$ cat src/rtl/key_debounce_pkg.sv
// Shared types for the multi-channel key debouncer: channel FSM states, db_out shaping modes
// and the counter-width helper.
package key_debounce_pkg;

  typedef enum logic [1:0] {
    IDLE,
    PRESS_WAIT,
    PRESSED,
    RELEASE_WAIT
  } db_state_e;

  typedef enum logic [1:0] {
    MODE_PULSE,
    MODE_HOLD,
    MODE_LEVEL
  } db_mode_e;

  function automatic int unsigned cnt_width(input int unsigned max_val);
    return $clog2(max_val + 1);
  endfunction

endpackage

$ cat src/rtl/debounce_channel.sv
// One debounced button: input synchronizer, press/release FSM, column capture at press
// acceptance and db_out shaping.
module debounce_channel
  import key_debounce_pkg::*;
#(
  parameter int unsigned COL_W         = 4,
  parameter int unsigned STABLE_CYCLES = 270000,
  parameter int unsigned HOLD_CYCLES   = 2700000,
  parameter db_mode_e    MODE          = MODE_HOLD
) (
  input  logic             clk_i,
  input  logic             reset_i,
  input  logic             button_i,
  input  logic [COL_W-1:0] columnas_i,
  output logic             db_level_o,
  output logic             db_out_o,
  output logic             accept_o,
  output logic [COL_W-1:0] col_o
);

  localparam int unsigned CntW  = cnt_width(STABLE_CYCLES);
  localparam int unsigned HoldW = cnt_width(HOLD_CYCLES);
  localparam logic [CntW-1:0]  CntLast = CntW'(STABLE_CYCLES - 1);
  localparam logic [HoldW-1:0] HoldMax = HoldW'(HOLD_CYCLES);

  logic [1:0]       sync_q;
  logic             sample;
  db_state_e        state_q;
  logic [CntW-1:0]  cnt_q;
  logic [HoldW-1:0] hold_q;
  logic             level_q;
  logic             accept_q;
  logic             db_out_q;
  logic [COL_W-1:0] col_q;
  logic             accept_d;

  always_ff @(posedge clk_i) begin
    if (reset_i) begin
      sync_q <= '0;
    end else begin
      sync_q <= {sync_q[0], button_i};
    end
  end

  assign sample = sync_q[1];

  // The transition into PRESSED happens on the edge where the count would reach STABLE_CYCLES.
  assign accept_d = (state_q == PRESS_WAIT) && sample && (cnt_q == CntLast);

  always_ff @(posedge clk_i) begin
    if (reset_i) begin
      state_q  <= IDLE;
      cnt_q    <= '0;
      level_q  <= 1'b0;
      accept_q <= 1'b0;
      col_q    <= '0;
    end else begin
      accept_q <= 1'b0;
      case (state_q)
        IDLE: begin
          if (sample) begin
            state_q <= PRESS_WAIT;
            cnt_q   <= CntW'(1);
          end
        end
        PRESS_WAIT: begin
          if (!sample) begin
            state_q <= IDLE;
            cnt_q   <= '0;
          end else if (accept_d) begin
            state_q  <= PRESSED;
            cnt_q    <= '0;
            level_q  <= 1'b1;
            accept_q <= 1'b1;
            col_q    <= columnas_i;
          end else begin
            cnt_q <= cnt_q + 1'b1;
          end
        end
        PRESSED: begin
          if (!sample) begin
            state_q <= RELEASE_WAIT;
            cnt_q   <= CntW'(1);
          end
        end
        RELEASE_WAIT: begin
          if (sample) begin
            state_q <= PRESSED;
            cnt_q   <= '0;
          end else if (cnt_q == CntLast) begin
            state_q <= IDLE;
            cnt_q   <= '0;
            level_q <= 1'b0;
          end else begin
            cnt_q <= cnt_q + 1'b1;
          end
        end
        default: begin
          state_q <= IDLE;
          cnt_q   <= '0;
          level_q <= 1'b0;
        end
      endcase
    end
  end

  // Hold counter runs 1..HOLD_CYCLES while db_out_q is high and then parks at its maximum.
  always_ff @(posedge clk_i) begin
    if (reset_i) begin
      db_out_q <= 1'b0;
      hold_q   <= '0;
    end else if (MODE == MODE_PULSE) begin
      db_out_q <= accept_d;
    end else if (accept_d) begin
      db_out_q <= 1'b1;
      hold_q   <= HoldW'(1);
    end else if (db_out_q) begin
      if (hold_q == HoldMax) begin
        db_out_q <= 1'b0;
      end else begin
        hold_q <= hold_q + 1'b1;
      end
    end
  end

  assign db_level_o = level_q;
  assign db_out_o   = (MODE == MODE_LEVEL) ? level_q : db_out_q;
  assign accept_o   = accept_q;
  assign col_o      = col_q;

endmodule

$ cat src/rtl/key_debounce_multi.sv
// Multi-channel key debouncer: per-channel debounce, pending press flags, fixed-priority
// arbiter feeding a valid/ready event register, and a sticky lost-event flag.
module key_debounce_multi
  import key_debounce_pkg::*;
#(
  parameter int unsigned CHANNELS      = 4,
  parameter int unsigned COL_W         = 4,
  parameter int unsigned STABLE_CYCLES = 270000,
  parameter int unsigned HOLD_CYCLES   = 2700000,
  parameter db_mode_e    MODE          = MODE_HOLD,
  localparam int unsigned CHAN_W       = (CHANNELS > 1) ? $clog2(CHANNELS) : 1
) (
  input  logic                      clk,
  input  logic                      reset,
  input  logic [CHANNELS-1:0]       button_in,
  input  logic [COL_W-1:0]          columnas,
  output logic [CHANNELS-1:0]       db_level,
  output logic [CHANNELS-1:0]       db_out,
  output logic [CHANNELS*COL_W-1:0] col_latched,
  output logic                      evt_valid,
  input  logic                      evt_ready,
  output logic [CHAN_W-1:0]         evt_chan,
  output logic [COL_W-1:0]          evt_col,
  output logic                      overflow,
  input  logic                      clear_overflow
);

  logic [CHANNELS-1:0] accept;
  logic [CHANNELS-1:0] pending_q, pending_d;
  logic                evt_valid_q, evt_valid_d;
  logic [CHAN_W-1:0]   evt_chan_q, evt_chan_d;
  logic [COL_W-1:0]    evt_col_q, evt_col_d;
  logic                overflow_q, overflow_d;
  logic                load;
  logic                sel_found;
  logic [CHAN_W-1:0]   sel_idx;
  logic                new_ovf;

  for (genvar g = 0; g < CHANNELS; g++) begin : g_chan
    debounce_channel #(
      .COL_W         (COL_W),
      .STABLE_CYCLES (STABLE_CYCLES),
      .HOLD_CYCLES   (HOLD_CYCLES),
      .MODE          (MODE)
    ) u_chan (
      .clk_i      (clk),
      .reset_i    (reset),
      .button_i   (button_in[g]),
      .columnas_i (columnas),
      .db_level_o (db_level[g]),
      .db_out_o   (db_out[g]),
      .accept_o   (accept[g]),
      .col_o      (col_latched[g*COL_W +: COL_W])
    );
  end

  // Lowest index wins: scan downward so the last hit is the smallest pending channel.
  always_comb begin
    sel_found = 1'b0;
    sel_idx   = '0;
    for (int i = CHANNELS - 1; i >= 0; i--) begin
      if (pending_q[i]) begin
        sel_found = 1'b1;
        sel_idx   = CHAN_W'(i);
      end
    end
  end

  always_comb begin
    load        = !evt_valid_q || evt_ready;
    pending_d   = pending_q;
    evt_valid_d = evt_valid_q;
    evt_chan_d  = evt_chan_q;
    evt_col_d   = evt_col_q;
    new_ovf     = 1'b0;
    if (load) begin
      evt_valid_d = sel_found;
      if (sel_found) begin
        evt_chan_d         = sel_idx;
        evt_col_d          = col_latched[sel_idx*COL_W +: COL_W];
        pending_d[sel_idx] = 1'b0;
      end
    end
    // Checked after the load clears its bit, so a press landing on its own load is not lost.
    for (int i = 0; i < CHANNELS; i++) begin
      if (accept[i]) begin
        if (pending_d[i]) begin
          new_ovf = 1'b1;
        end
        pending_d[i] = 1'b1;
      end
    end
    if (new_ovf) begin
      overflow_d = 1'b1;
    end else if (clear_overflow) begin
      overflow_d = 1'b0;
    end else begin
      overflow_d = overflow_q;
    end
  end

  always_ff @(posedge clk) begin
    if (reset) begin
      pending_q   <= '0;
      evt_valid_q <= 1'b0;
      evt_chan_q  <= '0;
      evt_col_q   <= '0;
      overflow_q  <= 1'b0;
    end else begin
      pending_q   <= pending_d;
      evt_valid_q <= evt_valid_d;
      evt_chan_q  <= evt_chan_d;
      evt_col_q   <= evt_col_d;
      overflow_q  <= overflow_d;
    end
  end

  assign evt_valid = evt_valid_q;
  assign evt_chan  = evt_chan_q;
  assign evt_col   = evt_col_q;
  assign overflow  = overflow_q;

endmodule

$ cat config.mk
export PLATFORM = sky130hd
export DESIGN_NAME = key_debounce_multi
export DESIGN_NICKNAME = d
export VERILOG_FILES = /design/src/rtl/key_debounce_pkg.sv /design/src/rtl/debounce_channel.sv /design/src/rtl/key_debounce_multi.sv
export SDC_FILE = /design/constraint.sdc
export NUM_CORES = 1
export LEC_CHECK = 0
export CAP_MARGIN = 40
export CORE_MARGIN = 8
export CORE_UTILIZATION = 34
export DETAILED_ROUTE_END_ITERATION = 16
export REMOVE_ABC_BUFFERS = 1
export SLEW_MARGIN = 40
export SYNTH_ARGS = -nofsm -noshare
export SYNTH_HDL_FRONTEND = slang
export SYNTH_SLANG_ARGS = --single-unit
export TNS_END_PERCENT = 10
$ cat constraint.sdc
create_clock -name clk -period 2.35 [get_ports clk]
set_clock_uncertainty 0.15 [all_clocks]
set_input_delay 0.3525 -clock clk [delete_from_list [all_inputs] [get_ports clk]]
set_output_delay 0.3525 -clock clk [all_outputs]
set_load 0.005 [all_outputs]
# Word-level counts from Yosys, hierarchy flattened
# Cells that the tools add are included.
op_classes:
  add_sub_neg: 8
  mul: 0
  div_mod_pow: 0
  n_lt_le_gt_ge: 2
  eq_ne: 56
  shifts: 1
  muxes: 130
  bitwise: 14
  n_reduce_logical: 57
ops:
  columns: ["operator", "count"]
  rows:
  - ["$mux W19", 24]
  - ["$pmux W19 S4", 4]
  - ["$add A22 B1 Y22 const B", 4]
  - ["$eq A22 B22 Y1 const B", 4]
  - ["$add A19 B1 Y19 const B", 4]
  - ["$eq A19 B19 Y1 const B", 4]
  - ["$mux W1", 63]
  - ["$mux W2", 28]
  - ["$ne A2 B1 Y1 const B", 20]
  - ["$pmux W2 S4", 4]
  - ["$reduce_and A2 Y1", 13]
  - ["$reduce_and A5 Y1", 4]
  - ["$reduce_bool A2 Y1", 9]
  - ["$eq A2 B2 Y1 const B", 8]
  - ["$ne A2 B2 Y1 const B", 8]
  - ["$reduce_and A4 Y1", 4]
  - ["$shiftx A16 B5 Y4", 1]
  - ["$ne A3 B1 Y1 const B", 4]
  - ["$ne A3 B3 Y1 const B", 4]
  - ["$not A1 Y1", 12]
  - ["$reduce_and A3 Y1", 4]
  - ["$reduce_or A3 Y1", 4]
  - ["$logic_and A1 B1 Y1", 9]
  - ["$eq A2 B1 Y1 const B", 4]
  - ["other kinds (11)", 21]
totals:
  regBits: 220
  latchBits: 0
  mem_bits_rw: 0
  romBits: 0
  inputBits: 12
  out_inout_bits: 32
  wordCells: 309
  mem_count: 0

# Depth between registers and ports, before layout
depth:
  ltp_word: 21
  ltp_mapped: 8

# Modules after synthesis
# From an unflattened synthesis, not the netlist that was laid out.
hier_totals:
  hier_cells: 1316
  hier_area_um2: 10991.8
by_module_without_submodules:
  columns: ["module", "n_inst", "cells_each", "area_per_inst_um2", "seq_area_each_um2"]
  rows:
  - ["debounce_channel (g_chan[0].u_chan ...)", 3, 309, 2577.5, 1041.0]
  - ["debounce_channel (g_chan[3].u_chan)", 1, 301, 2565.0, 1041.0]
  - ["key_debounce_multi", 1, 88, 694.4, 240.2]

# Worst setup path after synthesis
# Ideal clock, no wire load.
synth_timing:
  kind: "flip-flop to flip-flop"
  startpoint: "register g_chan[0].u_chan.hold_q[0]"
  endpoint: "register g_chan[0].u_chan.hold_q[15]"
  setup_time_ns: 0.070
  t_arrival_ns: 1.810
  setup_slack_ns: 0.320
  stages_incl_launch_ff: 8
  synth_period_minus_slack_ns: 2.030
  cell_sequence: "dfxtp_1 inv_1 ha_1 and3b_1 nand4_1 o2111ai_4 or4_1 a21oi_1"
synth_between:
  elab_chain_len: 3
synth_rtl:
  columns: ["item", "line_no", "source"]
  rows:
  - ["from (decl)", "debounce_channel.sv:30", "logic [HoldW-1:0] hold_q;"]
  - ["from (signal assigned)", "debounce_channel.sv:116", "hold_q <= HoldW'(1);"]
  - ["from (signal assigned)", "debounce_channel.sv:121", "hold_q <= hold_q + 1'b1;"]
  - ["parallel branches: the longest is 3 deep, another holds $add A22 B1 Y22", null, null]
# Parallel ways; which one is timed is not known.
# A chain may end at the register's enable or synchronous reset.

# Worst setup path after layout
layout_timing:
  startpoint: "register g_chan[0].u_chan.cnt_q[0]"
  endpoint: "register g_chan[0].u_chan.cnt_q[18]"
layout_between:
  elab_chain_len: 5
layout_rtl:
  columns: ["item", "line_no", "source"]
  rows:
  - ["from (decl)", "debounce_channel.sv:29", "logic [CntW-1:0] cnt_q;"]
  - ["from (signal assigned)", "debounce_channel.sv:63", "cnt_q <= CntW'(1);"]
  - ["from (signal assigned)", "debounce_channel.sv:77", "cnt_q <= cnt_q + 1'b1;"]
  - ["from (signal assigned)", "debounce_channel.sv:83", "cnt_q <= CntW'(1);"]
  - ["parallel branches: the longest is 4 deep, another holds $add A19 B1 Y19", null, null]
  - ["$pmux W19 S4 (*)", "debounce_channel.sv:59", "case (state_q)"]
# Mark *: on every way between the ends.

==> impl_metrics.tcl <==
set metrics [dict create \
    run_status "complete, no violations" \
    cts_root_buf "sky130_fd_sc_hd__clkbuf_16" \
    critical_path_cell_count 6 \
    power.static_leakage_nw 4.30 \
    multiInputGateArea_um2 5890 \
    ys.flop_type "sky130_fd_sc_hd__dfxtp_1" \
    synth.distinct_cells 73 \
    finalCritPeriodShare_pct 96.6 \
    worst_setup_path_end_kind "flip-flop" \
    hold_path.class "in2reg" \
    effective_utilization_at_floorplan_pct 34.2 \
    crit_fanout 16 \
    grt_setup_unrepaired "yes" \
    floorplan.die.height_um 193 \
    synthCells 1259 \
    design.portCount 44 \
    drt_iter0_markers 612 \
    critical_path.startpoint_type "flip-flop" \
    synth_area_leaders "sky130_fd_sc_hd__dfxtp_1, sky130_fd_sc_hd__a21oi_1, sky130_fd_sc_hd__nand2_1" \
    ctsHtreeMaxLevel 1 \
    filler_cells_inserted 3148 \
    final-max-slew-violation-count 0 \
    critPathBufInv 0 \
    grt_start_max_net_pins 32 \
    tightestPinTransition_ns 0.712 \
    number_of_synthesized_flops_with_an_enable_pin 0 \
    grt_pass1_vias 8792 \
    proportion_of_synthesized_chip_area_in_sequential_cells_pct 41.2 \
    synthesis.yosys.warnings 0 \
    grt_first_pass_wirelength_um 44100 \
    slew_headroom_pct 52.5 \
    yosysTopAreaCellShare_pct 41.2 \
    worst_ep_arrival_time_ns 2.57 \
    synth-seq-cells 220 \
    crit_family "compound AO/OA/AOI/OAI gates" \
    final_antenna_net_count 0 \
    critical-path-slowest-cell "sky130_fd_sc_hd__a21oi_2" \
    firstDrtPassIters 5 \
    setup-violations-final 0 \
    ff_latch_area_um2 4400 \
    ir_drop_worst_vdd_uv 502 \
    netlist_area_um2 10700 \
    grt.total_usage_pct 13.5 \
    report.power.total_w 0.00806 \
    hold_viol 0 \
    cts_buffer_depth 3 \
    grt-ovfl-total 0 \
    max_clock_freq_mhz 441 \
    critical_path.cell_chain "ha_1 -> and3_1 -> and4_1 -> a21oi_2 -> o21ai_0 -> a31oi_1" \
    cts.reportedPaths.clkPinSlew_ns 0.06 \
    detailed_place.area_um2 11700 \
    routedWlPerCell_um 14.8 \
    post-place-ws_ns 0.0724 \
    portBuffers 43 \
    post-route-drc-count 0 \
    min_path_cells 3 \
    critical_path_class "reg2reg" \
    drt-total-wl_um 25900 \
    ys_async_sr_fraction_pct 0 \
    post-dp-hpwl_um 18200 \
    finalWeightedCongestion 0.849 \
    final_area_um2 12600 \
    areaGrowthSynthToFinish_pct 18.3 \
    worst_ep_required_ns 2.65 \
    die_area_um2 37300 \
    final_critical_path_setup_slack_ns 0.0804 \
    tritoncts.num_buffers 26 \
    p_per_area_nw_per_um2 638 \
    cts_tree "yes" \
    syn-mean-instance-area_um2 8.48 \
    max_cap_viol_count 0 \
    clock_sink_count 220 \
    nNetsFinal 1347 \
    core_area_um2 31200 \
    initial_antenna_violation_count 0 \
    synthMostInstantiatedCell "sky130_fd_sc_hd__dfxtp_1" \
    critical-path-max-stage-delay_ns 0.60 \
    chipWidth_um 193 \
    vias 9451 \
    r2r_cells 6 \
    timing.final.crit_period_ns 2.27 \
    worstSkewPairLatency_ns 0.52 \
    drive_gt1_share_pct 9.69 \
    antennaDiodeCount 0 \
    yosys.area.top_type "sky130_fd_sc_hd__dfxtp_1" \
    floorplan.rows 65 \
    drt-vias-per-instance 5.42 \
    synth_commonest_cells "sky130_fd_sc_hd__dfxtp_1, sky130_fd_sc_hd__nand2_1, sky130_fd_sc_hd__a21oi_1" \
]
==> cell type report <==
type	instances	share of cell area, %
multi-input combinational	950	46.7
sequential	220	34.9
timing repair buffer	95	6.66
clock buffer	39	6.26
tap	402	3.98
inverter	30	0.891
clock inverter	7	0.693
==> registers in the layout, summed over array words and instances (netlist names), 8 cells and up, named ones only <==
signal	cells
g_chan.u_chan.cnt_q	76
g_chan.u_chan.col_o	16
g_chan.u_chan.hold_q	88
g_chan.u_chan.sync_q	8
==> metrics by stage <==
stage / util, % / TNS, ns / hold WS, ns / std cells
floorplan: - / 0 / 0.264 / 1200
global placement: 37.5 / -0.00104 / 0.273 / 1697
detailed placement: 37.5 / 0 / 0.282 / 1697
CTS: 40.4 / 0 / 0.103 / 1743
global route: 40.4 / -0.191 / 0.127 / 1743
finish: 40.4 / 0 / 0.119 / 1743
==> cell families (layout without fill, tap and decap cells) <==
family / after synthesis / in the layout / synth area share [%]
simple gates: 554 / 554 / 28.3
compound gates: 301 / 301 / 17.6
flops: 220 / 220 / 41.2
buf+inv: 89 / 171 / 3.97
xor+xnor: 60 / 60 / 4.92
mux: 23 / 23 / 2.62
fa+ha+maj: 12 / 12 / 1.41
==> path summary, 6_finish.rpt <==
path / end / slack [ns] / start
hold / removal: g_chan[3].u_chan.db_out_o / 0.12 / reset
hold reg to reg: g_chan[1].u_chan.sync_q[1] / 0.29 / g_chan[1].u_chan.sync_q[0]
setup reg to reg: g_chan[0].u_chan.cnt_q[18] / 0.08 / g_chan[0].u_chan.cnt_q[0]
setup / recovery: g_chan[0].u_chan.cnt_q[18] / 0.08 / g_chan[0].u_chan.cnt_q[0]
==> metal layers <==
metal | share of wire (%) | up-vias | global-route usage [%] | wire length [um]
met1 | 49 | 4443 | 18.2 | 12600
met4 | 2.1 | 0 | 3.79 | 556
met5 | 0 | - | 0 | 0
li1 | - | 4801 | - | -
met3 | 4.8 | 36 | 2.43 | 1250
met2 | 44 | 171 | 22.0 | 11500
==> where the power goes <==
group / internal, W / switching [W] / total (W)
sequential: 0.00375 / 0.0000225 / 0.00377
clock: 0.00252 / 0.00154 / 0.00407
combinational: 0.0000860 / 0.000132 / 0.000218
total: 0.00636 / 0.00170 / 0.00806
==> timing repair <==
action | 4_1_cts | 5_1_grt
endpoints found under the setup margin | 0 | 49
gates resized for setup | 0 | 4
setup buffers | 0 | 0
hold buffers | 0 | 0
==> cell usage in the layout, fill, tap and decap left out, types with 11 or more instances in the layout <==
cell type                         netlist  final
sky130_fd_sc_hd__o21ai_0               74     74
sky130_fd_sc_hd__or4_1                 19     19
sky130_fd_sc_hd__nor3_1                27     26
sky130_fd_sc_hd__inv_1                 30     30
sky130_fd_sc_hd__a31oi_1               40     40
sky130_fd_sc_hd__mux2i_1               19     19
sky130_fd_sc_hd__o211ai_1              16     16
sky130_fd_sc_hd__clkbuf_16              0     27
sky130_fd_sc_hd__ha_1                  12     12
sky130_fd_sc_hd__or3_1                 37     37
sky130_fd_sc_hd__nor2b_1               16     16
sky130_fd_sc_hd__nand2_1              116    116
sky130_fd_sc_hd__nor4_1                17     17
sky130_fd_sc_hd__and3_1                34     34
sky130_fd_sc_hd__dfxtp_1              220    220
sky130_fd_sc_hd__o31ai_1               11     11
sky130_fd_sc_hd__nand3_1               75     75
sky130_fd_sc_hd__xnor2_1               18     18
sky130_fd_sc_hd__a21oi_1               95     95
sky130_fd_sc_hd__xor2_1                42     42
sky130_fd_sc_hd__buf_4                 11     50
sky130_fd_sc_hd__nor2_1                89     88
sky130_fd_sc_hd__nand4_1               48     48
sky130_fd_sc_hd__and4_1                18     18
sky130_fd_sc_hd__clkdlybuf4s50_1        0     42
==> worst register-to-register path, stage by stage, from the launching register on <==
cell and delay (ns):
sky130_fd_sc_hd__dfxtp_1 0.34, sky130_fd_sc_hd__ha_1 0.24, sky130_fd_sc_hd__and3_1 0.22, sky130_fd_sc_hd__and4_1 0.25, sky130_fd_sc_hd__a21oi_2 0.60, sky130_fd_sc_hd__o21ai_0 0.21
sky130_fd_sc_hd__a31oi_1 0.20
Power figures use the tool's default switching activity.
